==> src/rtl/lsu_dmem_ctrl_pkg.sv <==
// Shared encodings for the load/store front end: funct3 codes, FSM states,
// byte-lane geometry and small decode helpers.
package lsu_dmem_ctrl_pkg;

  localparam int LANE_W    = 8;
  localparam int NUM_LANES = 4;
  localparam int OFF_W     = 2;

  localparam logic [2:0] F3_B  = 3'b000;
  localparam logic [2:0] F3_H  = 3'b001;
  localparam logic [2:0] F3_W  = 3'b010;
  localparam logic [2:0] F3_BU = 3'b100;
  localparam logic [2:0] F3_HU = 3'b101;

  typedef enum logic [1:0] {
    ST_IDLE = 2'd0,
    ST_ACC0 = 2'd1,
    ST_ACC1 = 2'd2,
    ST_RESP = 2'd3
  } lsu_state_t;

  // Right-justified lane mask for an access size taken from funct3[1:0].
  function automatic logic [NUM_LANES-1:0] size_mask(input logic [1:0] size);
    logic [NUM_LANES-1:0] mask;
    case (size)
      2'b00:   mask = 4'b0001;
      2'b01:   mask = 4'b0011;
      2'b10:   mask = 4'b1111;
      default: mask = 4'b0000;
    endcase
    return mask;
  endfunction

  function automatic logic f3_legal(input logic we, input logic [2:0] f3);
    logic ok;
    if (we) ok = (f3 == F3_B) || (f3 == F3_H) || (f3 == F3_W);
    else    ok = (f3 == F3_B) || (f3 == F3_H) || (f3 == F3_W) ||
                 (f3 == F3_BU) || (f3 == F3_HU);
    return ok;
  endfunction

endpackage

==> src/rtl/lsu_dmem_ctrl_lane_align.sv <==
// Combinational lane steering: store masks/data over an 8-byte window and
// load extraction with sign/zero extension.
module lsu_lane_align
  import lsu_dmem_ctrl_pkg::*;
(
  input  logic [2:0]                  funct3,
  input  logic [OFF_W-1:0]            off,
  input  logic [31:0]                 wdata,
  input  logic [31:0]                 word0,
  input  logic [31:0]                 word1,
  output logic [NUM_LANES-1:0]        be_lo,
  output logic [NUM_LANES-1:0]        be_hi,
  output logic [31:0]                 wd_lo,
  output logic [31:0]                 wd_hi,
  output logic                        crosses,
  output logic [31:0]                 load_data
);

  logic [2*NUM_LANES-1:0]        be8;
  logic [2*NUM_LANES*LANE_W-1:0] wd64;
  logic [2*NUM_LANES*LANE_W-1:0] wd64_masked;
  logic [31:0]                   rd_shift;
  logic                          sign_ext;

  assign be8  = {{NUM_LANES{1'b0}}, size_mask(funct3[1:0])} << off;
  assign wd64 = {32'h0, wdata} << {off, 3'b000};

  // Lanes outside the access carry zero so the memory never sees stale bytes.
  genvar gi;
  generate
    for (gi = 0; gi < 2*NUM_LANES; gi++) begin : g_lane
      assign wd64_masked[gi*LANE_W +: LANE_W] = be8[gi] ? wd64[gi*LANE_W +: LANE_W] : '0;
    end
  endgenerate

  assign be_lo   = be8[NUM_LANES-1:0];
  assign be_hi   = be8[2*NUM_LANES-1:NUM_LANES];
  assign wd_lo   = wd64_masked[31:0];
  assign wd_hi   = wd64_masked[63:32];
  assign crosses = |be_hi;

  assign rd_shift = 32'({word1, word0} >> {off, 3'b000});
  assign sign_ext = ~funct3[2];

  always_comb begin
    load_data = '0;
    case (funct3[1:0])
      2'b00:   load_data = {{24{sign_ext & rd_shift[7]}},  rd_shift[7:0]};
      2'b01:   load_data = {{16{sign_ext & rd_shift[15]}}, rd_shift[15:0]};
      default: load_data = rd_shift;
    endcase
  end

endmodule

==> src/rtl/lsu_dmem_ctrl.sv <==
// Load/store front end for data memory port 1: registers a request, issues
// one or two word accesses, then returns the extended load data or an error.
module lsu_dmem_ctrl
  import lsu_dmem_ctrl_pkg::*;
#(
  parameter int AWIDTH = 12,
  parameter int DWIDTH = 32
) (
  input  logic                 clk,
  input  logic                 reset,
  input  logic                 req_valid,
  output logic                 req_ready,
  input  logic                 req_we,
  input  logic [2:0]           req_funct3,
  input  logic [31:0]          req_addr,
  input  logic [DWIDTH-1:0]    req_wdata,
  output logic                 rsp_valid,
  output logic [DWIDTH-1:0]    rsp_rdata,
  output logic                 rsp_err,
  output logic [AWIDTH-1:0]    mem_addr,
  output logic [NUM_LANES-1:0] mem_wbe,
  output logic [DWIDTH-1:0]    mem_wdata,
  output logic                 mem_wen,
  input  logic [DWIDTH-1:0]    mem_rdata
);

  lsu_state_t          state_reg;
  logic                we_reg;
  logic [2:0]          f3_reg;
  logic [OFF_W-1:0]    off_reg;
  logic [AWIDTH-1:0]   waddr_reg;
  logic [DWIDTH-1:0]   wdata_reg;
  logic [DWIDTH-1:0]   word0_reg;
  logic [DWIDTH-1:0]   word1_reg;
  logic                rsp_valid_reg;
  logic                rsp_err_reg;
  logic [DWIDTH-1:0]   rsp_rdata_reg;

  logic                legal;
  logic                split;
  logic [NUM_LANES-1:0] be_lo;
  logic [NUM_LANES-1:0] be_hi;
  logic [DWIDTH-1:0]   wd_lo;
  logic [DWIDTH-1:0]   wd_hi;
  logic                crosses;
  logic [DWIDTH-1:0]   load_data;
  logic                unused_addr_bits;

  // Only the in-range word address and byte offset matter.
  assign unused_addr_bits = ^req_addr[31:AWIDTH+2];

  lsu_lane_align u_align (
    .funct3    (f3_reg),
    .off       (off_reg),
    .wdata     (wdata_reg),
    .word0     (word0_reg),
    .word1     (word1_reg),
    .be_lo     (be_lo),
    .be_hi     (be_hi),
    .wd_lo     (wd_lo),
    .wd_hi     (wd_hi),
    .crosses   (crosses),
    .load_data (load_data)
  );

  assign legal = f3_legal(we_reg, f3_reg);
  // Illegal requests never take the second access even if their size field would cross.
  assign split = legal & crosses;

  always_ff @(posedge clk or posedge reset) begin
    if (reset) begin
      state_reg     <= ST_IDLE;
      we_reg        <= 1'b0;
      f3_reg        <= '0;
      off_reg       <= '0;
      waddr_reg     <= '0;
      wdata_reg     <= '0;
      word0_reg     <= '0;
      word1_reg     <= '0;
      rsp_valid_reg <= 1'b0;
      rsp_err_reg   <= 1'b0;
      rsp_rdata_reg <= '0;
    end else begin
      rsp_valid_reg <= 1'b0;
      case (state_reg)
        ST_IDLE: begin
          if (req_valid) begin
            we_reg    <= req_we;
            f3_reg    <= req_funct3;
            off_reg   <= req_addr[OFF_W-1:0];
            waddr_reg <= req_addr[AWIDTH+1:2];
            wdata_reg <= req_wdata;
            word1_reg <= '0;
            state_reg <= ST_ACC0;
          end
        end
        ST_ACC0: begin
          word0_reg <= mem_rdata;
          state_reg <= split ? ST_ACC1 : ST_RESP;
        end
        ST_ACC1: begin
          word1_reg <= mem_rdata;
          state_reg <= ST_RESP;
        end
        ST_RESP: begin
          rsp_valid_reg <= 1'b1;
          rsp_err_reg   <= ~legal;
          rsp_rdata_reg <= (legal && !we_reg) ? load_data : '0;
          state_reg     <= ST_IDLE;
        end
        default: state_reg <= ST_IDLE;
      endcase
    end
  end

  // Memory port is decoded from registered state only, so reset silences it at once.
  always_comb begin
    mem_addr  = '0;
    mem_wbe   = '0;
    mem_wdata = '0;
    mem_wen   = 1'b0;
    case (state_reg)
      ST_ACC0: begin
        mem_addr = waddr_reg;
        if (legal) mem_wbe = be_lo;
        if (legal && we_reg) begin
          mem_wdata = wd_lo;
          mem_wen   = |be_lo;
        end
      end
      ST_ACC1: begin
        mem_addr = waddr_reg + AWIDTH'(1);
        if (legal) mem_wbe = be_hi;
        if (legal && we_reg) begin
          mem_wdata = wd_hi;
          mem_wen   = |be_hi;
        end
      end
      default: ;
    endcase
  end

  assign req_ready = (state_reg == ST_IDLE);
  assign rsp_valid = rsp_valid_reg;
  assign rsp_err   = rsp_err_reg;
  assign rsp_rdata = rsp_rdata_reg;

endmodule

==> config.mk <==
export PLATFORM = sky130hd
export DESIGN_NAME = lsu_dmem_ctrl
export DESIGN_NICKNAME = d
export VERILOG_FILES = /design/src/rtl/lsu_dmem_ctrl_pkg.sv /design/src/rtl/lsu_dmem_ctrl_lane_align.sv /design/src/rtl/lsu_dmem_ctrl.sv
export SDC_FILE = /design/constraint.sdc
export NUM_CORES = 1
export LEC_CHECK = 0
export ABC_AREA = 1
export BUFFER_PORTS_ARGS = -buffer_cell sky130_fd_sc_hd__buf_2
export CAP_MARGIN = 5
export CORE_MARGIN = 5
export CORE_UTILIZATION = 50
export DETAILED_ROUTE_END_ITERATION = 16
export GPL_TIMING_DRIVEN = 0
export PLACE_DENSITY = 0.77
export SLEW_MARGIN = 5
export SYNTH_ARGS = -nofsm -noshare
export SYNTH_HDL_FRONTEND = slang
export SYNTH_SLANG_ARGS = --single-unit
export TNS_END_PERCENT = 5
==> constraint.sdc <==
create_clock -name clk -period 4.5 [get_ports clk]
set_input_delay 0.45 -clock clk [delete_from_list [all_inputs] [get_ports clk]]
set_output_delay 0.45 -clock clk [all_outputs]
set_load 0.05 [all_outputs]
==> flow_metrics.tcl, run 1 <==
set metrics [dict create \
    first_pass_iters 6 \
    post_synth_instance_area_um2 8230 \
    drc_errors 0 \
    flip_flop_and_latch_area_um2 3550 \
    die_height_um 138 \
    grt.overflow.total 0 \
    critPathRequiredTime_ns 4.05 \
    timing_hold_violations_final 0 \
    placement_rows 47 \
    boundaryPins 187 \
    critical_path.max_stage_delay_ns 0.42 \
    busiest_layer "met2" \
    ir_drop_uv 727 \
    cp_max_fo 10 \
    drt.antenna.violating_nets 0 \
    finalMaxSlewViolations 0 \
    initial_core_util_pct 50.3 \
    net_count_of_the_finished_layout 1424 \
    grt_antenna_before_repair 0 \
    critPathLaunchType "flop" \
    hold_path.class "in2async" \
    dr_total_vias 8646 \
    synth-seq-area-share_pct 43.2 \
    synth_cells 1123 \
    worstPathCellList "inv_1 > ha_1 > clkbuf_1 > nand2_1 > nor2_1 > inv_1 > buf_2 > nor2_1 > buf_2" \
    tritoncts_buffer_count 17 \
    postCtsSetupBuffers 0 \
    worstPathArrival_ns 2.77 \
    postCtsHoldBufs 0 \
    die_width_um 138 \
    slowest_stage "dfrtp_1" \
    placement.setup.worst_slack_ns 1.80 \
    number_of_sinks_on_the_clock_net 142 \
    maximum_number_of_pins_on_one_net_before_global_route_repair 93 \
    portBuffers 168 \
    detailedPlacementHpwl_um 20400 \
    drive_gt1_share_pct 21.8 \
    area_growth_syn_to_layout_pct 20.9 \
    average_vias_per_placed_instance 5.60 \
    track_usage_pct 28.4 \
    n_fill_cell 1507 \
    drt_iter0_markers 833 \
    placeableCoreArea_um2 16300 \
    first_pass_grt_wire_length_um 43500 \
    clkSlewWorstSetupHoldPaths_ns 0.06 \
    relative_slew_margins_pct 52.1 \
    worst_path_dominant_cell_family "buffers and inverters" \
    wl_per_cell_um 17.8 \
    p_per_area_nw_per_um2 848 \
    worst-slew-pin-transition_ns 0.719 \
    cellLeakagePower_nw 5.17 \
    setup-violations-final 0 \
    end_kind "output port" \
    place.gp.congestion 0.975 \
    final_core_utilization_pct 60.9 \
    crit_type "reg2out" \
    post-route-period-util_pct 71.6 \
    reg2reg_depth 6 \
    leading_cell_types_in_the_layout_fill_and_taps_excluded "nand2_1, buf_2, dfrtp_1, o21ai_0, nor2_1" \
    clock_skew_ns 0.00821 \
    outcome "finished, final reports clean" \
    max_cap_violations 0 \
    dieArea_um2 19100 \
    reg2reg_start "state_reg[0]" \
    setup_repair_after_global_routing_missed_its_margin "no" \
    clock_tree_from_tritoncts "yes" \
    max_freq_mhz 310 \
    htree_num_levels 4 \
    avg_cell_area_syn_um2 7.33 \
    yosys_warnings 0 \
    period_needed_ns 3.22 \
    clkLatencyLatePin_ns 0.43 \
    via_count_of_the_first_global_routing_pass 8512 \
    clockRootBuffer "clkbuf_16" \
    synth-seq-cells 142 \
    groute.layer.met1.usage_pct 35.5 \
    worstReg2RegEnd "word1_reg[10]" \
    cts_resized 0 \
    antenna-diode-count 0 \
    synth.net_count 1236 \
    multiInputGateArea_um2 3890 \
    timing.critical_path.buf_inv 5 \
    fin_hold_ws_ns 0.0652 \
    synthDistinctLibCells 37 \
    clock_path_buffers 2 \
    totalWireLength_um 27500 \
    met2_usage_pct 45.5 \
    setup_ws_ns 1.28 \
    reg2reg_slack_ns 2.42 \
    mostFrequentLayoutCell "nand2_1" \
    globalRouteMet3Util_pct 6.63 \
]
==> power breakdown <==
| part | switching [mW] | internal (mW) |
|---|---|---|
| combinational | 3.44 | 1.36 |
| clock | 0.550 | 0.838 |
| sequential | 0.381 | 1.87 |
| total | 4.37 | 4.07 |
==> cells in the mapped netlist, drive strengths merged <==
library cell	instances	share of area (%)
a31oi	1	0.076
a22oi	1	0.091
o21ai	146	9.1
nor2	105	5.0
or2	3	0.23
nor3	9	0.82
inv	106	4.8
a21oi	76	4.6
clkbuf	26	1.2
mux2	21	2.9
buf	42	3.5
and3	1	0.076
o211ai	18	1.7
clkinv	1	0.046
nand3	83	5.4
dfrtp	142	43
nand4	6	0.46
o21a	2	0.18
o21bai	1	0.14
nand2	322	15
o22ai	1	0.076
ha	10	1.5
==> stage by stage <==
| step | power, mW | setup TNS, ns | cells | area [um^2] |
|---|---|---|---|---|
| detailed placement | 6.93 | 0 | 1512 | 9380 |
| CTS | 8.36 | 0 | 1543 | 9950 |
| finish | 8.44 | 0 | 1543 | 9950 |
| floorplan | 5.62 | 0 | 1123 | 8230 |
| global placement | 6.81 | -189.40 | 1511 | 9350 |
| global route | 8.98 | 0 | 1543 | 9950 |
==> per-layer routing <==
| metal | part of all wire [%] | routed length, um |
|---|---|---|
| met2 | 46 | 12700 |
| met4 | 5.9 | 1620 |
| met3 | 9.1 | 2500 |
| met5 | 0 | 0 |
| met1 | 39 | 10700 |
==> how the worst max path moves through the flow <==
stage,startpoint,to,slack (ns),depth (start not counted)
5_1_grt,state_reg[0],mem_wdata[18],1.19,9
6_report,state_reg[0],mem_wdata[22],1.28,9
3_5_place_dp,state_reg[0],mem_wdata[5],1.80,9
3_3_place_gp,reset,wdata_reg[27],-1.34,2
4_1_cts,state_reg[0],mem_wdata[5],1.32,9
2_1_floorplan,reset,f3_reg[0],0.24,1
==> final cells by class <==
class                           instances  share of cell area (%)
Multi-Input combinational cell        806                    39.1
Clock inverter                         11                    1.17
Buffer                                 68                    3.90
Timing Repair Buffer                  169                    8.73
Clock buffer                           20                    4.59
Tap cell                              220                    2.77
Sequential cell                       142                    35.7
Inverter                              107                    4.09
==> cell families (layout without fill, tap and decap cells) <==
group | after synthesis | in the layout | synth area share, %
compound gates | 246 | 246 | 16.0
fa+ha+maj | 10 | 10 | 1.52
buf+inv | 175 | 375 | 9.59
flops | 142 | 142 | 43.2
mux | 21 | 21 | 2.87
simple gates | 529 | 529 | 26.8
Note: power is estimated with default switching activity, not from simulation.
==> run 2, diff against run 1 <==
--- a/config.mk
+++ b/config.mk
@@ -5,14 +5,14 @@
 export SDC_FILE = /design/constraint.sdc
 export NUM_CORES = 1
 export LEC_CHECK = 0
-export ABC_AREA = 1
+export ABC_AREA = 0
 export BUFFER_PORTS_ARGS = -buffer_cell sky130_fd_sc_hd__buf_2
 export CAP_MARGIN = 5
 export CORE_MARGIN = 5
 export CORE_UTILIZATION = 50
 export DETAILED_ROUTE_END_ITERATION = 16
 export GPL_TIMING_DRIVEN = 0
-export PLACE_DENSITY = 0.77
+export PLACE_DENSITY = 0.74
 export SLEW_MARGIN = 5
 export SYNTH_ARGS = -nofsm -noshare
 export SYNTH_HDL_FRONTEND = slang
==> constraint.sdc (replaced) <==
create_clock -name clk -period 3.35 [get_ports clk]
set_input_delay 0.335 -clock clk [delete_from_list [all_inputs] [get_ports clk]]
set_output_delay 0.335 -clock clk [all_outputs]
set_load 0.05 [all_outputs]
==> flow_metrics.tcl, run 2 <==
set metrics [dict create \
    min_from "req_wdata[6]" \
    adder_and_majority_gate_portion_of_the_synthesized_area_pct 1.60 \
    main_combinational_cell_family_by_area_after_synthesis "multiplexers" \
    internal_power_contribution_mw 6.38 \
    place.gp.congestion 0.838 \
    critPathLaunchType "flop" \
    drt.antenna.violating_nets 0 \
    reg2reg_start "state_reg[0]" \
    finalMaxSlewViolations 0 \
    placement_rows 45 \
    via_count_of_the_first_global_routing_pass 6895 \
    flip_flop_and_latch_area_um2 3550 \
    min_to "wdata_reg[6]" \
    yosys_warnings 0 \
    setup-tns-final_ns 0 \
    relative_slew_margins_pct 40.8 \
    reg2reg_slack_ns 0.94 \
    worstReg2RegEnd "word1_reg[1]" \
    first_pass_iters 6 \
    post-layout-total-power_mw 11.6 \
    average_vias_per_placed_instance 5.94 \
    wl_per_cell_um 21.0 \
    number_of_sinks_on_the_clock_net 142 \
    portBuffers 168 \
    power_frac_clock_pct 18.3 \
    placeableCoreArea_um2 15300 \
    clkLatencyLatePin_ns 0.43 \
    clock_skew_ns 0.00678 \
    outcome "finished, final reports clean" \
    synthXorXnorAreaFrac_pct 0.224 \
    globalRouteMet3Util_pct 7.49 \
    synth-seq-cells 142 \
    crit_type "reg2out" \
    fraction_of_power_consumed_by_sequential_logic_pct 27.7 \
    drt_iter0_markers 587 \
    post-route-period-util_pct 96.3 \
    hold_path.class "in2reg" \
    groute.layer.met1.usage_pct 33.6 \
    p_per_area_nw_per_um2 1190 \
    max_freq_mhz 310 \
    postSynth.topFlopCell "dfrtp_1" \
    leading_cell_types_in_the_layout_fill_and_taps_excluded "buf_2, dfrtp_1, mux2_2, nor2_1, mux2i_1" \
    synth.net_count 815 \
    grt_antenna_before_repair 1 \
    ir_drop_uv 843 \
    post_synth_instance_area_um2 7820 \
    netSwitchingFraction_pct 45.0 \
    critPathRequiredTime_ns 3.01 \
    final_core_utilization_pct 63.7 \
    die_width_um 135 \
    reg2reg_depth 7 \
    net_count_of_the_finished_layout 1009 \
    tritoncts_buffer_count 17 \
    initial_core_util_pct 51.2 \
    clock_tree_from_tritoncts "yes" \
    p_sw_mw 5.21 \
    totalWireLength_um 23500 \
    area_after_dpl_um2 9010 \
    detailedPlacementHpwl_um 16700 \
    maximum_number_of_pins_on_one_net_before_global_route_repair 41 \
    setup_repair_after_global_routing_missed_its_margin "no" \
    n_fill_cell 1288 \
    share_comb_of_total_power_pct 54.0 \
    synthMuxAreaShare_pct 23.0 \
    boundaryPins 187 \
    dieArea_um2 18200 \
    synthDistinctLibCells 53 \
    avg_cell_area_syn_um2 11.1 \
    top_cell_type_by_total_area_after_synthesis "dfrtp_1" \
    synth_area_leaders "dfrtp_1, mux2_2, mux2i_1" \
    die_height_um 135 \
    synthDominantCellAreaShare_pct 45.5 \
    post_synth_and_or_nand_nor_area_fraction_pct 6.58 \
    antenna-diode-count 0 \
    mostFrequentLayoutCell "buf_2" \
    clock_path_buffers 2 \
    dr_total_vias 6649 \
    grt.overflow.total 0 \
    synth_enable_flop_cells 0 \
    cp_max_fo 10 \
    most_frequent_cell_after_synthesis "dfrtp_1" \
    fin_hold_ws_ns 0.128 \
    post_synth_most_frequent_cells "dfrtp_1, mux2_2, nor2_1" \
    clkSlewWorstSetupHoldPaths_ns 0.06 \
    multiInputGateArea_um2 3820 \
    cellLeakagePower_nw 4.52 \
    htree_num_levels 4 \
    final_area_um2 9710 \
    clockRootBuffer "clkbuf_16" \
    busiest_layer "met2" \
    period_needed_ns 3.23 \
    number_of_cells_traversed_by_the_worst_hold_path 2 \
    max_cap_violations 0 \
    synth_cells 702 \
    area_growth_syn_to_layout_pct 24.2 \
    drc_errors 0 \
    met2_usage_pct 42.6 \
    timing_hold_violations_final 0 \
    synth-seq-area-share_pct 45.5 \
    worstPathArrival_ns 2.89 \
    synthArstFlopShare_pct 100 \
    track_usage_pct 26.1 \
    synth_compound_area_share_pct 17.3 \
    end_kind "output port" \
    worst-slew-pin-transition_ns 0.883 \
    drive_gt1_share_pct 38.7 \
    setup-violations-final 0 \
    first_pass_grt_wire_length_um 36900 \
]
-- run 2: changes by cell type in the layout (fill, tap and decap cells not counted), sizes merged, moves of 47 or more --
cell   previous run  this run
o21ai           146        14
mux2i             0        51
a21oi            76        23
nor2            105        58
nand2           322        18
nand3            83         5
mux2             21       114
inv             107        44
-- run 2: per-stage QoR --
step                      setup slack (ns)  std cells
after floorplan                      0.455        702
after global placement               0.292       1081
after detailed placement             0.597       1085
after CTS                           0.0967       1118
after global routing                0.0396       1120
final                                0.124       1120
-- run 2: cell families (layout without fill, tap and decap cells) --
group	Yosys count	in the layout
buffers and inverters	97	304
AO/OA/AOI/OAI	176	176
XOR/XNOR	2	2
adder cells (fa/ha/maj)	10	10
multiplexers	165	165
flip-flops	142	142
AND/OR/NAND/NOR	110	110
-- run 2: worst max-delay path by stage --
stage / end / from / slack, ns
after floorplan: mem_wen / state_reg[0] / 0.45
after global placement: rsp_rdata[2] / reset / 0.29
after detailed placement: mem_wdata[6] / state_reg[1] / 0.60
after CTS: mem_wdata[6] / state_reg[1] / 0.1
after global routing: mem_wdata[6] / f3_reg[0] / 0.04
final: mem_wdata[6] / f3_reg[1] / 0.12
-- run 2: metal layers --
metal | share of wire [%] | up-vias
met5 | 0.047 | -
met4 | 1.8 | 2
met3 | 8.6 | 50
met2 | 48 | 331
met1 | 42 | 3272
li1 | - | 2994
-- run 2: worst max-delay path, stage by stage, from the launching register on --
cell	delay, ns
dfrtp_1	0.44
inv_1	0.09
ha_1	0.18
buf_4	0.16
nor3_1	0.28
or3_1	0.16
clkbuf_1	0.27
clkbuf_1	0.48
nor2_1	0.15
buf_2	0.24
-- run 2: cell type report --
| cell class | count | area share, % |
|---|---|---|
| sequential | 142 | 36.6 |
| buffer | 52 | 3.00 |
| timing repair buffer | 175 | 9.74 |
| clock buffer | 22 | 4.99 |
| tap | 211 | 2.72 |
| multi-input combinational | 463 | 39.3 |
| clock inverter | 10 | 1.88 |
| inverter | 45 | 1.78 |
-- run 2: timing repair --
item | in CTS | in global routing
gates resized for setup | 0 | 3
hold endpoints to repair | 39 | 0
buffers inserted | 0 | 2
setup endpoints to repair | 0 | 9
hold buffers | 1 | 0
-- run 2: power by group through the flow --
stage | Clock, mW | Combinational [mW] | Sequential (mW)
2_1_floorplan | 0 | 4.26 | 3.49
3_3_place_gp | 0 | 6.03 | 3.17
3_5_place_dp | 0 | 6.13 | 3.21
4_1_cts | 2.15 | 6.20 | 3.19
5_1_grt | 2.21 | 6.71 | 3.31
6_report | 2.12 | 6.26 | 3.21
